[src/rtl/lut_func_unit_if.sv]
// Bundle of configuration, evaluation and result signals for lut_func_unit.
// The master side drives writes and requests; the slave side is the LUT unit.
interface lut_func_unit_if #(
  parameter int N_IN  = 4,
  parameter int N_OUT = 2
);
  logic             cfg_we;
  logic [N_IN-1:0]  cfg_addr;
  logic [N_OUT-1:0] cfg_data;
  logic             in_valid;
  logic [N_IN-1:0]  in_data;
  logic             sweep_start;
  logic             out_valid;
  logic [N_OUT-1:0] out_data;
  logic [N_IN-1:0]  out_idx;
  logic             sweep_busy;
  logic             sweep_done;

  modport master (
    output cfg_we, cfg_addr, cfg_data, in_valid, in_data, sweep_start,
    input  out_valid, out_data, out_idx, sweep_busy, sweep_done
  );

  modport slave (
    input  cfg_we, cfg_addr, cfg_data, in_valid, in_data, sweep_start,
    output out_valid, out_data, out_idx, sweep_busy, sweep_done
  );
endinterface

[src/rtl/lut_func_unit.sv]
// Register-based truth-table function unit: single evaluations with one-cycle
// latency, plus an exhaustive sweep that streams every table entry in order.
module lut_func_unit #(
  parameter int N_IN  = 4,
  parameter int N_OUT = 2
) (
  input  logic               clk,
  input  logic               rst_b,
  lut_func_unit_if.slave     bus
);

  localparam int DEPTH = 1 << N_IN;

  typedef enum logic {
    IDLE = 1'b0,
    RUN  = 1'b1
  } state_t;

  state_t           state, state_n;
  logic [N_IN-1:0]  cnt, cnt_n;
  logic [N_OUT-1:0] lut [DEPTH];

  logic             out_valid_q, out_valid_n;
  logic [N_OUT-1:0] out_data_q, out_data_n;
  logic [N_IN-1:0]  out_idx_q, out_idx_n;
  logic             sweep_done_q, sweep_done_n;
  logic             wr_en;

  // Writes are only honoured while idle so a sweep always sees a stable table.
  assign wr_en = (state == IDLE) && bus.cfg_we;

  always_ff @(posedge clk or negedge rst_b) begin
    if (!rst_b) begin
      for (int i = 0; i < DEPTH; i++) begin
        lut[i] <= '0;
      end
    end else if (wr_en) begin
      lut[bus.cfg_addr] <= bus.cfg_data;
    end
  end

  always_ff @(posedge clk or negedge rst_b) begin
    if (!rst_b) begin
      state        <= IDLE;
      cnt          <= '0;
      out_valid_q  <= 1'b0;
      out_data_q   <= '0;
      out_idx_q    <= '0;
      sweep_done_q <= 1'b0;
    end else begin
      state        <= state_n;
      cnt          <= cnt_n;
      out_valid_q  <= out_valid_n;
      out_data_q   <= out_data_n;
      out_idx_q    <= out_idx_n;
      sweep_done_q <= sweep_done_n;
    end
  end

  // The table read happens before any same-edge write lands, which gives
  // read-old-value behaviour for a simultaneous write and evaluation.
  always_comb begin
    state_n      = state;
    cnt_n        = cnt;
    out_valid_n  = 1'b0;
    out_data_n   = out_data_q;
    out_idx_n    = out_idx_q;
    sweep_done_n = 1'b0;
    case (state)
      IDLE: begin
        if (bus.sweep_start) begin
          state_n = RUN;
          cnt_n   = '0;
        end else if (bus.in_valid) begin
          out_valid_n = 1'b1;
          out_idx_n   = bus.in_data;
          out_data_n  = lut[bus.in_data];
        end
      end
      RUN: begin
        out_valid_n = 1'b1;
        out_idx_n   = cnt;
        out_data_n  = lut[cnt];
        cnt_n       = cnt + 1'b1;
        if (&cnt) begin
          state_n      = IDLE;
          sweep_done_n = 1'b1;
        end
      end
      default: begin
        state_n = IDLE;
        cnt_n   = '0;
      end
    endcase
  end

  assign bus.out_valid  = out_valid_q;
  assign bus.out_data   = out_data_q;
  assign bus.out_idx    = out_idx_q;
  assign bus.sweep_done = sweep_done_q;
  assign bus.sweep_busy = (state == RUN);

endmodule

[src/flat_wrapper.sv]
// flat-port wrapper written by rule: the top's interface ports become plain ports
module lut_func_unit_flat 
#(
  parameter int N_IN  = 4,
  parameter int N_OUT = 2
)
  (clk, rst_b, bus_cfg_we, bus_cfg_addr, bus_cfg_data, bus_in_valid, bus_in_data, bus_sweep_start, bus_out_valid, bus_out_data, bus_out_idx, bus_sweep_busy, bus_sweep_done);
  lut_func_unit_if #(.N_IN(N_IN), .N_OUT(N_OUT)) bus_i ();
  input  logic clk;
  input  logic rst_b;
  input wire logic [$bits(bus_i.cfg_we)-1:0] bus_cfg_we;
  input wire logic [$bits(bus_i.cfg_addr)-1:0] bus_cfg_addr;
  input wire logic [$bits(bus_i.cfg_data)-1:0] bus_cfg_data;
  input wire logic [$bits(bus_i.in_valid)-1:0] bus_in_valid;
  input wire logic [$bits(bus_i.in_data)-1:0] bus_in_data;
  input wire logic [$bits(bus_i.sweep_start)-1:0] bus_sweep_start;
  output wire logic [$bits(bus_i.out_valid)-1:0] bus_out_valid;
  output wire logic [$bits(bus_i.out_data)-1:0] bus_out_data;
  output wire logic [$bits(bus_i.out_idx)-1:0] bus_out_idx;
  output wire logic [$bits(bus_i.sweep_busy)-1:0] bus_sweep_busy;
  output wire logic [$bits(bus_i.sweep_done)-1:0] bus_sweep_done;
  assign bus_i.cfg_we = bus_cfg_we;
  assign bus_i.cfg_addr = bus_cfg_addr;
  assign bus_i.cfg_data = bus_cfg_data;
  assign bus_i.in_valid = bus_in_valid;
  assign bus_i.in_data = bus_in_data;
  assign bus_i.sweep_start = bus_sweep_start;
  assign bus_out_valid = bus_i.out_valid;
  assign bus_out_data = bus_i.out_data;
  assign bus_out_idx = bus_i.out_idx;
  assign bus_sweep_busy = bus_i.sweep_busy;
  assign bus_sweep_done = bus_i.sweep_done;
  lut_func_unit #(.N_IN(N_IN), .N_OUT(N_OUT)) u_core (.clk(clk), .rst_b(rst_b), .bus(bus_i));
endmodule
[config.mk]
export PLATFORM = sky130hd
export DESIGN_NAME = lut_func_unit_flat
export DESIGN_NICKNAME = d
export VERILOG_FILES = /design/src/rtl/lut_func_unit_if.sv /design/src/rtl/lut_func_unit.sv /design/src/flat_wrapper.sv
export SDC_FILE = /design/constraint.sdc
export NUM_CORES = 1
export LEC_CHECK = 0
export BUFFER_PORTS_ARGS = -buffer_cell sky130_fd_sc_hd__buf_2
export CAP_MARGIN = 20
export CORE_MARGIN = 1.5
export CORE_UTILIZATION = 58
export DETAILED_ROUTE_END_ITERATION = 8
export PLACE_DENSITY_LB_ADDON = 0.15
export SYNTH_ARGS = -nofsm -noshare
export SYNTH_HDL_FRONTEND = slang
export SYNTH_SLANG_ARGS = --single-unit
[constraint.sdc]
create_clock -name clk -period 2.1 [get_ports clk]
set_clock_uncertainty 0.15 [all_clocks]
set_input_delay 0 -clock clk [delete_from_list [all_inputs] [get_ports clk]]
set_output_delay 0 -clock clk [all_outputs]
set_load 0.005 [all_outputs]
Word-level counts from Yosys, hierarchy flattened
Cells that the tools add are included.
- add/subtract/negate cells: 1
- $lt $le $gt $ge: 4
- eq/ne operators: 3
- muxes and demuxes: 25
- bitwise logic cells: 4
- reduce and logical (&&, ||, !) cells: 4
- operators with widths (kind ; number):
    $bwmux W32 ; 1
    $bmux W2 S4 ; 2
    $pmux W4 S2 ; 2
    $ge A5 B5 Y1 const B ; 3
    $not A4 Y5 ; 3
    $mux W2 ; 7
    $mux W4 ; 3
    $demux W2 S4 ; 1
    $mux W1 ; 6
    $ne A2 B2 Y1 const B ; 3
    $lt A5 B1 Y1 const B ; 1
    $add A4 B1 Y4 const B ; 1
    $pmux W1 S2 ; 2
    $pmux W2 S2 ; 1
    $reduce_and A4 Y1 ; 1
    $logic_and A1 B1 Y1 ; 2
    $reduce_and A2 Y1 ; 1
    $not A1 Y1 ; 1
- bits in registers: 45
- logic and storage cells: 63

Longest topological paths before layout
- depth after elaboration: 7
- depth in mapped cells: 6

Least setup slack after synthesis
No wires, ideal clock.
- kind: reg-to-reg
- from: register u_core.cnt[0]
- to: register u_core.out_data_q[0], in the netlist u_core.bus.out_data[0]
- arrival time: 1553 ps
- required time: 1821 ps
- path slack: 268 ps
- stages on the path, launching flop included: 6
- path buffers: 1
- clock period less this slack: 1832 ps
- cell sequence: dfrtp_1 -> buf_6 -> mux4_1 -> mux2i_1 -> nor2_1 -> a2111o_1
- cells in the longest elaborated chain, start to end: 5
- RTL lines (element ; RTL line ; text):
    start, declared ; lut_func_unit.sv:20 ; logic [N_IN-1:0] cnt, cnt_n;
    start signal, assigned ; lut_func_unit.sv:52 ; cnt <= cnt_n;
    $not A4 Y5 (not written as such) ; lut_func_unit.sv:83 ; out_data_n = lut[cnt];
    $bmux W2 S4 ; lut_func_unit.sv:83 ;
    $mux W2 (not written as such) (2 in series) ; lut_func_unit.sv:83 ;
    $pmux W2 S2 ; lut_func_unit.sv:69 ; case (state)
    end signal, assigned ; lut_func_unit.sv:54 ; out_data_q <= out_data_n;
    end, declared ; lut_func_unit.sv:24 ; logic [N_OUT-1:0] out_data_q, out_data_n;
Every way passes these cells. The select of a mux whose other input is x is not followed.
A chain may end at the register's enable or synchronous reset.

Final worst setup path
Ends and elaborated chain as after synthesis.

==> impl_metrics.env <==
export IMPL_max_freq_mhz=512
export IMPL_fillers=307
export IMPL_synth_compound_area_share_pct=5.03
export IMPL_numCtsBuffers=5
export IMPL_p_seq_share_pct=47.0
export IMPL_io_pins=24
export IMPL_start_kind="flip-flop"
export IMPL_postCtsResizedCells=0
export IMPL_routedWlPerCell_um=19.2
export IMPL_status="finished clean"
export IMPL_clock_sinks=45
export IMPL_drtIter0Drc=174
export IMPL_via_per_inst=6.29
export IMPL_grt_pass1_vias=1775
export IMPL_swShare_pct=34.2
export IMPL_start_util_pct=60.1
export IMPL_crit_chain="mux4_1 > mux2i_1 > nor2_1 > a2111o_1"
export IMPL_worst_pin_slew_ps=487
export IMPL_yosys_area_share_simple_pct=11.4
export IMPL_finalHoldViolations=0
export IMPL_syn_nets=209
export IMPL_ys_flop_type="dfrtp_1"
export IMPL_fp_dieW_um=67.2
export IMPL_clk_latency_ps=290
export IMPL_drive_gt1_share_pct=34.5
export IMPL_post_synth_fa_ha_maj_area_fraction_pct=0.524
export IMPL_slew_viol_final=0
export IMPL_p_per_area_nw_per_um2=1160
export IMPL_hold_class="input port to flip-flop"
export IMPL_routed_wl_um=5230
export IMPL_vias=1716
export IMPL_setup_viol=0
export IMPL_ys_warnings_count=0
export IMPL_dr_pass1_iters=4
export IMPL_pwr_share_comb_pct=36.2
export IMPL_worst_ep_required_time_ps=2110
export IMPL_hpwlAfterDp_um=3960
export IMPL_synth_top_family_by_area="multiplexers"
export IMPL_async_reset_ff_share_pct=100
export IMPL_p_clk_share_pct=16.8
export IMPL_num_rows=23
export IMPL_grt_pass1_wl_um=8830
export IMPL_portBuffers=23
export IMPL_period_needed_ps=1950
export IMPL_area_delta_synth_final_pct=12.5
export IMPL_maxCapViolCount=0
export IMPL_mappedNetlistArea_um2=2390
export IMPL_worstPathArrival_ps=1970
export IMPL_critPathMaxStageDelay_ps=580
export IMPL_grt_use_total_pct=27.2
export IMPL_synthMuxAreaShare_pct=33.1
export IMPL_slowest_stage="mux4_1"
export IMPL_power_leakage_nw=1.28
export IMPL_cts_root_buf="clkbuf_8"
export IMPL_synth_cells=193
export IMPL_synth_cell_type_count=35
export IMPL_htreeDepth=2
export IMPL_power_switching_mw=1.06
export IMPL_grt_max_degree=25
export IMPL_clk_path_buf_depth=2
export IMPL_final_common_cell="dfrtp_1"
export IMPL_clk_pin_slew_ps=80
export IMPL_synth_seq_cells=45
export IMPL_die_y_um=67.2
export IMPL_synth_seq_area_share_pct=47.2
export IMPL_route_detailed_drc=0
export IMPL_synth_edf_count=0
export IMPL_post_place_ws_ps=164
export IMPL_ant_nets=0
export IMPL_end_kind="flip-flop"
export IMPL_fin_nets=239
export IMPL_worst_slack_ps=147
export IMPL_core_region_area_um2=3970
export IMPL_final_cell_mix="dfrtp_1 (45), mux2_2 (32), buf_2 (23)"
export IMPL_synthXorXnorAreaFrac_pct=0.367
export IMPL_grt_overflow_total=0
export IMPL_rsz0062_at_grt="no"
export IMPL_avgSynthCellArea_um2=12.4
export IMPL_vdd_ir_drop_worst_mv=0.523
export IMPL_cts_tree="built"
export IMPL_finalCritPeriodShare_pct=93.0
export IMPL_path_class="flip-flop to flip-flop"
export IMPL_antenna_found_initial=0
export IMPL_die_area_um2=4510
export IMPL_tns_ps=0
export IMPL_relSlewSlack_pct=67.5
export IMPL_routabilityCongestion=0.895
export IMPL_diodes=0
export IMPL_worstPathMaxFanout=6
export IMPL_internal_power_mw=2.05
==> power groups by stage <==
stage                     registers (mW)  logic (mW)  clock network, mW
after global placement              1.45        1.08                  0
final                               1.46        1.13              0.522
after detailed placement            1.47        1.12                  0
after floorplan                     1.34       0.887                  0
after global routing                1.50        1.25              0.575
after CTS                           1.45        1.13              0.536
==> cell usage after synthesis (all sizes together), types with 2 or more instances <==
cell    number  area, um2
dfrtp       45       1130
mux2        32        360
nand2       21       78.8
mux2i       20        200
mux4        10        229
nor2b        8       50.1
clkbuf       7       26.3
nor2         7       26.3
a21oi        5       25.0
a22oi        3       22.5
buf          3       21.3
o21ai        3       15.0
a22o         2       17.5
and2         2       12.5
inv          2       7.51
nand2b       2       12.5
nand3        2       10.0
nand4        2       12.5
nor4bb       2       20.0
o22ai        2       12.5
==> kinds of logic (layout without fill, tap and decap cells) <==
logic type	Yosys count	after routing
compound gates	18	18
xor+xnor	1	1
fa+ha+maj	1	1
buf+inv	13	43
flops	45	45
mux	62	62
simple gates	53	53
==> final timing paths <==
check                                      start                endpoint  slack [ps]  depth (start not counted)
min in group asynchronous                  rst_b   u_core.bus.sweep_busy          50                          2
hold / removal                    bus_in_data[2]   u_core.bus.out_idx[2]          10                          3
setup / recovery                   u_core.cnt[0]  u_core.bus.out_data[0]         150                          4
hold reg to reg            u_core.bus.out_idx[3]   u_core.bus.out_idx[3]         350                          2
max in group asynchronous                  rst_b           u_core.lut[9]        1070                          3
setup reg to reg                   u_core.cnt[0]  u_core.bus.out_data[0]         150                          4
==> final cells by class <==
| class | instances | area (um2) | share of cell area (%) |
|---|---|---|---|
| Clock buffer | 7 | 86.3 | 3.21 |
| Inverter | 3 | 11.3 | 0.419 |
| Multi-Input combinational cell | 135 | 1200 | 44.8 |
| Sequential cell | 45 | 1130 | 41.9 |
| Tap cell | 50 | 62.6 | 2.33 |
| Timing Repair Buffer | 33 | 198 | 7.36 |
==> state kept, by name, summed over array words and instances, names as in the netlist <==
signal,count
u_core.lut,32
u_core.bus.out_idx,4
u_core.cnt,4
u_core.bus.out_data,2
u_core.bus.out_valid,1
u_core.bus.sweep_busy,1
u_core.bus.sweep_done,1
==> critical path, delay by kind of cell, from the launching register on <==
kind	cells	cell delay, ps
DFF	1	510
and+or+nand+nor	1	50
AOI/OAI and AO/OA	1	390
muxes	2	730
==> metrics by stage <==
stage / power, mW / cell area, um2 / instances / hold WS, ps / utilization, %
floorplan: 2.23 / 2390 / 193 / -446 / -
finish: 3.11 / 2690 / 273 / 14.9 / 67.6
detailed placement: 2.59 / 2570 / 263 / -165 / 64.7
global route: 3.33 / 2690 / 273 / 18.9 / 67.6
global placement: 2.53 / 2570 / 263 / -182 / 64.7
CTS: 3.12 / 2690 / 273 / 3.59 / 67.6
==> timing repair <==
action / in CTS / in global routing
setup buffers: 0 / 0
hold buffers: 3 / 0
hold endpoints to repair: 28 / 0
==> layer usage <==
| metal | vias up | share of wire (%) | track usage [%] |
|---|---|---|---|
| met1 | 874 | 41 | 35.9 |
| met5 | - | 0 | 0 |
| met2 | 62 | 50 | 44.8 |
| met3 | 8 | 7.1 | 5.00 |
| li1 | 772 | - | - |
| met4 | 0 | 1.5 | 10.5 |
Note: power is estimated with default switching activity, not from simulation.
